===== config.mk =====
export PLATFORM = sky130hd
export DESIGN_NAME = vga_timing_ctrl
export DESIGN_NICKNAME = d
export VERILOG_FILES = /design/src/rtl/vga_pkg.sv /design/src/rtl/vga_axis_counter.sv /design/src/rtl/vga_timing_ctrl.sv
export SDC_FILE = /design/constraint.sdc
export NUM_CORES = 1
export LEC_CHECK = 0
export CORE_AREA = 2 2 65 67
export CTS_CLUSTER_SIZE = 16
export DETAILED_ROUTE_END_ITERATION = 10
export DIE_AREA = 0 0 67 69
export GPL_ROUTABILITY_DRIVEN = 0
export GPL_TIMING_DRIVEN = 1
export HOLD_SLACK_MARGIN = 0.02
export PLACE_DENSITY = 0.8
export SYNTH_ARGS = -nofsm -noshare
export SYNTH_HDL_FRONTEND = slang
export SYNTH_SLANG_ARGS = --single-unit

===== constraint.sdc =====
create_clock -name pixel_clk -period 4.4 [get_ports pixel_clk]
set_clock_uncertainty 0.2 [all_clocks]
set_input_delay 0.88 -clock pixel_clk [delete_from_list [all_inputs] [get_ports pixel_clk]]
set_output_delay 0.88 -clock pixel_clk [all_outputs]
set_load 0.05 [all_outputs]

===== src/rtl/vga_pkg.sv =====
// Shared VGA timing constants (640x480 @ 60 Hz defaults) and common types,
// so the game logic can reference the visible-area limits.
package vga_pkg;

  localparam int COORD_W   = 10;
  localparam int COORD_MAX = 1 << COORD_W;

  localparam int H_ACTIVE_DEF = 640;
  localparam int H_FP_DEF     = 16;
  localparam int H_SYNC_DEF   = 96;
  localparam int H_BP_DEF     = 48;
  localparam int H_TOTAL_DEF  = H_ACTIVE_DEF + H_FP_DEF + H_SYNC_DEF + H_BP_DEF;

  localparam int V_ACTIVE_DEF = 480;
  localparam int V_FP_DEF     = 10;
  localparam int V_SYNC_DEF   = 2;
  localparam int V_BP_DEF     = 33;
  localparam int V_TOTAL_DEF  = V_ACTIVE_DEF + V_FP_DEF + V_SYNC_DEF + V_BP_DEF;

  typedef logic [COORD_W-1:0] coord_t;

  typedef struct packed {
    logic [3:0] r;
    logic [3:0] g;
    logic [3:0] b;
  } rgb_t;

  localparam rgb_t RGB_BLACK = '0;

endpackage


===== src/rtl/vga_axis_counter.sv =====
// One timing axis: wrapping position counter plus active-area and
// active-low sync window decodes of the current count.
module vga_axis_counter
  import vga_pkg::*;
#(
  parameter int ACTIVE = H_ACTIVE_DEF,
  parameter int FP     = H_FP_DEF,
  parameter int SYNC   = H_SYNC_DEF,
  parameter int BP     = H_BP_DEF
) (
  input  logic   clk,
  input  logic   rst,
  input  logic   en,
  output coord_t count,
  output logic   wrap,
  output logic   active,
  output logic   sync_n
);

  localparam int TOTAL      = ACTIVE + FP + SYNC + BP;
  localparam int SYNC_START = ACTIVE + FP;
  localparam int SYNC_END   = SYNC_START + SYNC;

  if (TOTAL > COORD_MAX) begin : g_total_check
    $error("vga_axis_counter: TOTAL %0d does not fit in %0d bits", TOTAL, COORD_W);
  end

  coord_t              count_q;
  coord_t              count_d;
  logic                at_end;
  logic [COORD_W:0]    count_ext;

  always_comb begin
    at_end  = (count_q == coord_t'(TOTAL - 1));
    count_d = count_q;
    if (en) begin
      count_d = at_end ? '0 : count_q + coord_t'(1);
    end
  end

  always_ff @(posedge clk or posedge rst) begin
    if (rst) begin
      count_q <= '0;
    end else begin
      count_q <= count_d;
    end
  end

  // Window compares use one extra bit so a sync ending exactly at 1024 still decodes.
  assign count_ext = {1'b0, count_q};
  assign count     = count_q;
  assign wrap      = en & at_end;
  assign active    = (count_ext < (COORD_W+1)'(ACTIVE));
  assign sync_n    = ~((count_ext >= (COORD_W+1)'(SYNC_START)) &&
                       (count_ext <  (COORD_W+1)'(SYNC_END)));

endmodule


===== src/rtl/vga_timing_ctrl.sv =====
// VGA timing generator: pixel/line counters for the game logic and a
// one-cycle output register that keeps colour and sync aligned.
module vga_timing_ctrl
  import vga_pkg::*;
#(
  parameter int H_ACTIVE = H_ACTIVE_DEF,
  parameter int H_FP     = H_FP_DEF,
  parameter int H_SYNC   = H_SYNC_DEF,
  parameter int H_BP     = H_BP_DEF,
  parameter int V_ACTIVE = V_ACTIVE_DEF,
  parameter int V_FP     = V_FP_DEF,
  parameter int V_SYNC   = V_SYNC_DEF,
  parameter int V_BP     = V_BP_DEF
) (
  input  logic               pixel_clk,
  input  logic               rst,
  input  logic [3:0]         red_in,
  input  logic [3:0]         green_in,
  input  logic [3:0]         blue_in,
  output logic [COORD_W-1:0] h_coord,
  output logic [COORD_W-1:0] v_coord,
  output logic [3:0]         vga_r,
  output logic [3:0]         vga_g,
  output logic [3:0]         vga_b,
  output logic               vga_hs,
  output logic               vga_vs,
  output logic               display_on,
  output logic               frame_start
);

  logic h_wrap;
  logic h_active;
  logic h_sync_n;
  logic v_wrap_unused;
  logic v_active;
  logic v_sync_n;

  vga_axis_counter #(
    .ACTIVE(H_ACTIVE), .FP(H_FP), .SYNC(H_SYNC), .BP(H_BP)
  ) u_h_axis (
    .clk    (pixel_clk),
    .rst    (rst),
    .en     (1'b1),
    .count  (h_coord),
    .wrap   (h_wrap),
    .active (h_active),
    .sync_n (h_sync_n)
  );

  // The line counter only advances on the pixel counter's wrap cycle.
  vga_axis_counter #(
    .ACTIVE(V_ACTIVE), .FP(V_FP), .SYNC(V_SYNC), .BP(V_BP)
  ) u_v_axis (
    .clk    (pixel_clk),
    .rst    (rst),
    .en     (h_wrap),
    .count  (v_coord),
    .wrap   (v_wrap_unused),
    .active (v_active),
    .sync_n (v_sync_n)
  );

  assign display_on  = h_active & v_active;
  assign frame_start = (h_coord == '0) && (v_coord == '0);

  rgb_t pix_d;
  rgb_t pix_q;
  logic hs_d;
  logic hs_q;
  logic vs_d;
  logic vs_q;

  always_comb begin
    pix_d = RGB_BLACK;
    hs_d  = h_sync_n;
    vs_d  = v_sync_n;
    if (display_on) begin
      pix_d = {red_in, green_in, blue_in};
    end
  end

  always_ff @(posedge pixel_clk or posedge rst) begin
    if (rst) begin
      pix_q <= RGB_BLACK;
      hs_q  <= 1'b1;
      vs_q  <= 1'b1;
    end else begin
      pix_q <= pix_d;
      hs_q  <= hs_d;
      vs_q  <= vs_d;
    end
  end

  assign vga_r  = pix_q.r;
  assign vga_g  = pix_q.g;
  assign vga_b  = pix_q.b;
  assign vga_hs = hs_q;
  assign vga_vs = vs_q;

endmodule

==> results of run 1 <==
[layout by cell type, fill, tap and decap left out, drive strengths merged, types with 4 or more instances in the layout]
| cell type | n |
|---|---|
| and2 | 13 |
| clkbuf | 7 |
| clkdlybuf4s50 | 49 |
| dfrtp | 32 |
| ha | 4 |
| inv | 7 |
| nand2 | 8 |
| nand3 | 15 |
| nand4 | 4 |
| nor2 | 5 |
| nor4 | 5 |
| o21ai | 7 |
| xnor2 | 6 |
| xor2 | 4 |
[state kept, by name (all words and copies together), names as in the netlist]
| name | flops |
|---|---|
| vga_vs | 1 |
| u_h_axis.count | 10 |
| vga_b | 4 |
| vga_hs | 1 |
| u_v_axis.count | 10 |
| vga_g | 4 |
| vga_r | 4 |
[worst max-delay path by stage]
| stage | startpoint | end | slack (ns) | cells past startpoint |
|---|---|---|---|---|
| finish | u_v_axis.count[5] | frame_start | 0.90 | 4 |
| global route | u_v_axis.count[5] | frame_start | 0.81 | 4 |
| CTS | u_v_axis.count[5] | frame_start | 0.89 | 4 |
| detailed placement | u_v_axis.count[5] | frame_start | 1.21 | 4 |
| global placement | u_v_axis.count[5] | frame_start | 1.24 | 4 |
| floorplan | u_v_axis.count[5] | frame_start | 0.69 | 3 |
[per-stage QoR]
step | instances | power [mW] | setup WS [ns]
2_1_floorplan | 140 | 0.354 | 0.689
3_3_place_gp | 235 | 0.379 | 1.24
3_5_place_dp | 235 | 0.380 | 1.21
4_1_cts | 243 | 0.673 | 0.888
5_1_grt | 243 | 0.691 | 0.812
6_report | 243 | 0.664 | 0.904
[cells by family after synthesis]
group,count (synthesis),share of synthesized area
XOR/XNOR,10,0.0575
buffers and inverters,12,0.0312
flip-flops,34,0.560
adder cells (fa/ha/maj),4,0.0329
AO/OA/AOI/OAI,12,0.0435
AND/OR/NAND/NOR,68,0.274
[metal layers]
layer	vias up	track usage
met1	607	0.215
met3	8	0.0408
met5	-	0
met2	34	0.244
met4	0	0.0839
li1	591	-
[cell type report]
type | instances | area, µm² | share of cell area
timing repair buffer | 50 | 498 | 0.229
sequential | 34 | 853 | 0.392
inverter | 7 | 26.3 | 0.0121
clock inverter | 1 | 30.0 | 0.0138
multi-input combinational | 94 | 622 | 0.285
tap | 50 | 62.6 | 0.0287
clock buffer | 7 | 86.3 | 0.0396
[power by group]
part	switching [mW]	total (mW)	leakage, nW	internal, mW
registers	0.00133	0.319	0.426	0.318
clock network	0.107	0.291	0.0585	0.185
logic	0.0312	0.0536	0.412	0.0223
total	0.139	0.664	0.897	0.525
[critical path, cell delays in order (launching register included)]
cell and delay, ns:
sky130_fd_sc_hd__dfrtp_1 0.45, sky130_fd_sc_hd__nor4_1 0.43, sky130_fd_sc_hd__nand4_1 0.14, sky130_fd_sc_hd__nor4_1 0.24
sky130_fd_sc_hd__clkdlybuf4s50_1 0.87
==> Flow_metrics.wiki, run 1 <==
{| class="wikitable"
! Metric !! Value
|-
| Run status || complete, no violations
|-
| Sequential cell area fraction in the yosys report || 0.560
|-
| Synth-to-Final Area Change || 43.1%
|-
| Remaining global-route overflow || 0
|-
| Crit Path Class || reg2out
|-
| Total number of yosys warnings || 0
|-
| Routed wire length on met3 || 111 µm
|-
| Final hold slack || 0.341 ns
|-
| Deepest clock path buffer count || 2
|-
| Number of antenna diodes || 0
|-
| Global-route wire length before repair || 5710 µm
|-
| Detailed route wirelength on metal2 || 1730 µm
|-
| Worst R2R Start || u_h_axis.count[0]
|-
| Number of clock sinks || 34
|-
| Number of global-route vias before repair || 1,181
|-
| CORE AREA || 3910 µm²
|-
| Worst endpoint data arrival time || 2.42 ns
|-
| Final core utilization || 0.557
|-
| Library cell with the largest summed area after synthesis || sky130_fd_sc_hd__dfrtp_1
|-
| Synth Cell Area || 1520 µm²
|-
| Nature of the critical path endpoint || output pin
|-
| Leakage power total || 0.897 nW
|-
| Number of synthesized flops with an enable pin || 0
|-
| Register bit count reported by yosys || 34
|-
| Pin slew with the least headroom to its limit || 0.532 ns
|-
| Die area || 4620 µm²
|-
| Pins Over Slew Limit || 0
|-
| Floorplan die height || 69 µm
|-
| Number of nets in the synthesized netlist || 158
|-
| Total Neg Setup Slack || 0 ns
|-
| Final design instance area without fill || 2180 µm²
|-
| Unrepaired setup endpoints after global routing || false
|-
| Number of cells produced by synthesis || 140
|-
| FP Rows || 23
|-
| Share of the synthesized area in the top cell type || 0.526
|-
| Hold path start || u_h_axis.count[0]
|-
| Via count || 1,240
|-
| Clock root buffer || sky130_fd_sc_hd__clkbuf_8
|-
| Hold Path Stages || 1
|-
| Post CTS Setup Buffer Count || 0
|-
| Startpoint type of the worst setup path || register
|-
| Period utilisation layout || 0.795
|-
| Clock latency reported for the late side of the worst-skew pair || 0.28 ns
|-
| Routed length on met1 || 1510 µm
|-
| Highest clock rate || 0.286 GHz
|-
| DR DRC count || 0
|-
| Largest net degree at the start of global routing || 24
|-
| Uppermost signal routing layer after detailed routing || met4
|-
| Number of buffers inserted by hold repair at cts || 0
|-
| Hold crit path type || reg2reg
|-
| Worst-case reg-to-reg path depth || 5
|-
| Highest ir drop seen on vdd || 0.000163 V
|-
| Fraction of layout instances using a drive strength above 1 || 0.0829
|-
| H-tree levels || 2
|-
| Number of inserted filler cells in the final layout || 358
|-
| Number of CTS-inserted buffers || 5
|-
| Most instantiated library cell after synthesis || sky130_fd_sc_hd__dfrtp_1
|-
| FFs w/ async S/R, synth || 1.00
|-
| Synth cell count leaders || 32 x sky130_fd_sc_hd__dfrtp_1, 15 x sky130_fd_sc_hd__nand3_1, 12 x sky130_fd_sc_hd__and2_1, 8 x sky130_fd_sc_hd__nand2_1
|-
| Detailed router's first-iteration violation count || 82
|-
| TritonCTS clock tree || done
|-
| Total global-route track usage || 0.163
|-
| Fin crit period || 3.50 ns
|-
| Setup slack of the worst register-to-register path || 2.00 ns
|-
| Prevailing post-synth register cell || sky130_fd_sc_hd__dfrtp_1
|-
| Worst Path Required || 3.32 ns
|-
| Num ports || 50
|-
| Number of setup violations in the final report || 0
|-
| Top post-synthesis cells by area || sky130_fd_sc_hd__dfrtp_1 53%, sky130_fd_sc_hd__and2_1 4.9%, sky130_fd_sc_hd__nand3_1 4.9%
|-
| Hold Violations, Final || 0
|-
| Highest net fanout along the worst path || 7
|-
| Max-cap violations || 0
|-
| Total length of routed wires || 3450 µm
|-
| Post_cts resized || 0
|-
| Number of antenna violations at the first check in global routing || 0
|-
| Die width || 67 µm
|-
| Count of buffers from port buffering || 49
|-
| Total power density per cell area || 305 nW/µm²
|-
| End of the worst hold path || u_h_axis.count[0]
|-
| # nets final || 210
|-
| Via density || 5.10
|-
| Yosys cell types || 31
|-
| Slew margin rel. || 0.645
|-
| CTS clk-pin slew, worst paths || 0.07 ns
|-
| Syn avg cell area || 10.9 µm²
|-
| Placed cell area || 2060 µm²
|-
| Routed length per placed instance || 14.2 µm
|-
| Final antenna-violating net count || 0
|-
| Final HPWL from detailed placement || 2460 µm
|-
| Reg2Reg Capture Point || u_v_axis.count[6]
|-
| Starting density of the core || 0.389
|-
| Detailed Routing Iterations Pass 1 || 4
|}
No activity file was read; power rests on OpenSTA's default activity.
==> run 2: changes to the inputs <==
--- a/config.mk
+++ b/config.mk
@@ -12,7 +12,7 @@
 export GPL_ROUTABILITY_DRIVEN = 0
 export GPL_TIMING_DRIVEN = 1
 export HOLD_SLACK_MARGIN = 0.02
-export PLACE_DENSITY = 0.8
+export PLACE_DENSITY = 0.82
 export SYNTH_ARGS = -nofsm -noshare
 export SYNTH_HDL_FRONTEND = slang
 export SYNTH_SLANG_ARGS = --single-unit
==> constraint.sdc (replaced) <==
create_clock -name pixel_clk -period 3.2 [get_ports pixel_clk]
set_clock_uncertainty 0.2 [all_clocks]
set_input_delay 0.64 -clock pixel_clk [delete_from_list [all_inputs] [get_ports pixel_clk]]
set_output_delay 0.64 -clock pixel_clk [all_outputs]
set_load 0.05 [all_outputs]
==> Flow_metrics.wiki, run 2 (synthesis results as in run 1) <==
{| class="wikitable"
! Metric !! Value
|-
| Leading cell types in the layout, fill and taps excluded || 48 x sky130_fd_sc_hd__clkdlybuf4s50_1, 32 x sky130_fd_sc_hd__dfrtp_1, 15 x sky130_fd_sc_hd__nand3_1 (was 49 x sky130_fd_sc_hd__clkdlybuf4s50_1, 32 x sky130_fd_sc_hd__dfrtp_1, 15 x sky130_fd_sc_hd__nand3_1)
|-
| Run status || complete, no violations (unchanged)
|-
| Synth-to-Final Area Change || 43.8% (was 43.1%)
|-
| Slew margin rel. || 0.653 (was 0.645)
|-
| Hold Violations, Final || 0 (unchanged)
|-
| Starting density of the core || 0.389 (unchanged)
|-
| Number of CTS-inserted buffers || 5 (unchanged)
|-
| Clock latency reported for the late side of the worst-skew pair || 0.29 ns (was 0.28 ns)
|-
| Placed cell area || 2070 µm² (was 2060 µm²)
|-
| Via density || 5.03 (was 5.10)
|-
| Nature of the critical path endpoint || output pin (unchanged)
|-
| Worst setup path startpoint || u_h_axis.count[7] (was u_v_axis.count[5])
|-
| Highest clock rate || 0.350 GHz
|-
| Total global-route track usage || 0.162 (was 0.163)
|-
| Setup Slack @ Placement || 0.657 ns (was 1.21 ns)
|-
| Largest net degree at the start of global routing || 35 (was 24)
|-
| Number of inserted filler cells in the final layout || 356 (was 358)
|-
| Highest net fanout along the worst path || 7 (unchanged)
|-
| Post-Place Cells || 236 (was 235)
|-
| Number of global-route vias before repair || 1,175 (was 1,181)
|-
| Number of setup violations in the final report || 0 (unchanged)
|-
| Total power density per cell area || 418 nW/µm² (was 305 nW/µm²)
|-
| # nets final || 211 (was 210)
|-
| Worst-case reg-to-reg path depth || 5 (unchanged)
|-
| Total length of routed wires || 3390 µm (was 3450 µm)
|-
| Floorplan die height || 69 µm (unchanged)
|-
| Met3 GRT Util || 0.0522 (was 0.0408)
|-
| Most common cell after layout, fill and taps aside || sky130_fd_sc_hd__clkdlybuf4s50_1 (unchanged)
|-
| GRT met1 Usage || 0.228 (was 0.215)
|-
| Clock root buffer || sky130_fd_sc_hd__clkbuf_8 (unchanged)
|-
| Via count || 1,228 (was 1,240)
|-
| Period utilisation layout || 0.892
|-
| Crit Path Class || reg2out (unchanged)
|-
| Die width || 67 µm (unchanged)
|-
| CORE AREA || 3910 µm² (unchanged)
|-
| Reg2Reg Capture Point || u_v_axis.count[6] (unchanged)
|-
| Number of buffers inserted by hold repair at cts || 0 (unchanged)
|-
| Fin crit period || 2.85 ns
|-
| Worst Path Required || 2.36 ns (was 3.32 ns)
|-
| Post CTS Setup Buffer Count || 0 (unchanged)
|-
| Detailed router's first-iteration violation count || 45 (was 82)
|-
| Max-cap violations || 0 (unchanged)
|-
| Met2 capacity usage during global routing || 0.233 (was 0.244)
|-
| Fraction of layout instances using a drive strength above 1 || 0.0979 (was 0.0829)
|-
| Area of the multi-input gates || 628 µm² (was 622 µm²)
|-
| Global-route wire length before repair || 5780 µm (was 5710 µm)
|-
| Final design instance area without fill || 2190 µm² (was 2180 µm²)
|-
| Post_cts resized || 0 (unchanged)
|-
| Sequential cell area in the final layout || 853 µm² (unchanged)
|-
| Routed length per placed instance || 13.9 µm (was 14.2 µm)
|-
| Hold path start || u_v_axis.count[8] (was u_h_axis.count[0])
|-
| DR DRC count || 0 (unchanged)
|-
| CTS clk-pin slew, worst paths || 0.06 ns (was 0.07 ns)
|-
| Remaining global-route overflow || 0 (unchanged)
|-
| Count of buffers from port buffering || 49 (unchanged)
|-
| Deepest clock path buffer count || 2 (unchanged)
|-
| Number of clock sinks || 34 (unchanged)
|-
| Total Neg Setup Slack || 0 ns (unchanged)
|-
| Startpoint type of the worst setup path || register (unchanged)
|-
| Number of antenna violations at the first check in global routing || 0 (unchanged)
|-
| H-tree levels || 2 (unchanged)
|-
| Pins Over Slew Limit || 0 (unchanged)
|-
| Unrepaired setup endpoints after global routing || false (unchanged)
|-
| Layer with the highest usage after global routing || met2 (unchanged)
|-
| Num ports || 50 (unchanged)
|-
| Worst endpoint data arrival time || 2.01 ns (was 2.42 ns)
|-
| TritonCTS clock tree || done (unchanged)
|-
| Final HPWL from detailed placement || 2470 µm (was 2460 µm)
|-
| Non-filler instance count after layout || 244 (was 243)
|-
| Final antenna-violating net count || 0 (unchanged)
|-
| Post-route setup slack || 0.346 ns (was 0.904 ns)
|-
| Leakage power total || 0.903 nW (was 0.897 nW)
|-
| Pin slew with the least headroom to its limit || 0.519 ns (was 0.532 ns)
|-
| FP Rows || 23 (unchanged)
|-
| Detailed Routing Iterations Pass 1 || 4 (unchanged)
|-
| Number of antenna diodes || 0 (unchanged)
|-
| Worst R2R Start || u_h_axis.count[0] (unchanged)
|-
| Hold crit path type || reg2reg (unchanged)
|-
| Die area || 4620 µm² (unchanged)
|-
| Crit path to || display_on (was frame_start)
|-
| Setup slack of the worst register-to-register path || 0.82 ns (was 2.00 ns)
|-
| Highest ir drop seen on vdd || 0.000276 V (was 0.000163 V)
|}
[run 2: cell types whose count changed in the layout (fill, tap and decap cells not counted), sizes merged]
| cell | previous run | this run |
|---|---|---|
| buf | 1 | 3 |
| clkdlybuf4s50 | 49 | 48 |
[run 2: routing by layer]
layer	wire length [µm]	up-vias	share of wire
li1	-	591	-
met1	1530	588	0.45
met2	1600	45	0.47
met3	201	4	0.059
met4	48	0	0.014
met5	0	-	0
[run 2: area by class of cell]
class / instances / area share
Sequential cell: 34 / 0.390
Multi-Input combinational cell: 94 / 0.287
Timing Repair Buffer: 51 / 0.230
Clock buffer: 7 / 0.0394
Tap cell: 50 / 0.0286
Clock inverter: 1 / 0.0137
Inverter: 7 / 0.0120
[run 2: where the power goes]
group	switching [mW]	total (mW)	internal (mW)	leakage (nW)
sequential	0.00177	0.439	0.437	0.426
clock	0.149	0.402	0.254	0.0585
combinational	0.0425	0.0732	0.0307	0.419
total	0.193	0.915	0.722	0.903
[run 2: how the worst min path moves through the flow]
stage | endpoint | slack (ns) | cells past startpoint
2_1_floorplan | vga_b[0] | 0.57 | 1
3_3_place_gp | u_h_axis.count[0] | 0.32 | 1
3_5_place_dp | u_v_axis.count[8] | 0.32 | 1
4_1_cts | u_v_axis.count[8] | 0.33 | 1
5_1_grt | u_v_axis.count[8] | 0.35 | 1
6_report | u_v_axis.count[8] | 0.33 | 1
[run 2: critical path, stage by stage, from the launching register on]
cell and delay [ns]:
sky130_fd_sc_hd__dfrtp_1 0.48, sky130_fd_sc_hd__o21ai_0 0.21, sky130_fd_sc_hd__and3b_1 0.23, sky130_fd_sc_hd__clkdlybuf4s50_1 0.82
[run 2: stage by stage]
| stage | power, mW | hold slack [ns] | util |
|---|---|---|---|
| final | 0.915 | 0.327 | 0.559 |
| after global routing | 0.949 | 0.348 | 0.559 |
| after CTS | 0.924 | 0.330 | 0.559 |
| after detailed placement | 0.522 | 0.316 | 0.530 |
| after global placement | 0.521 | 0.315 | 0.530 |
| after floorplan | 0.487 | 0.569 | - |
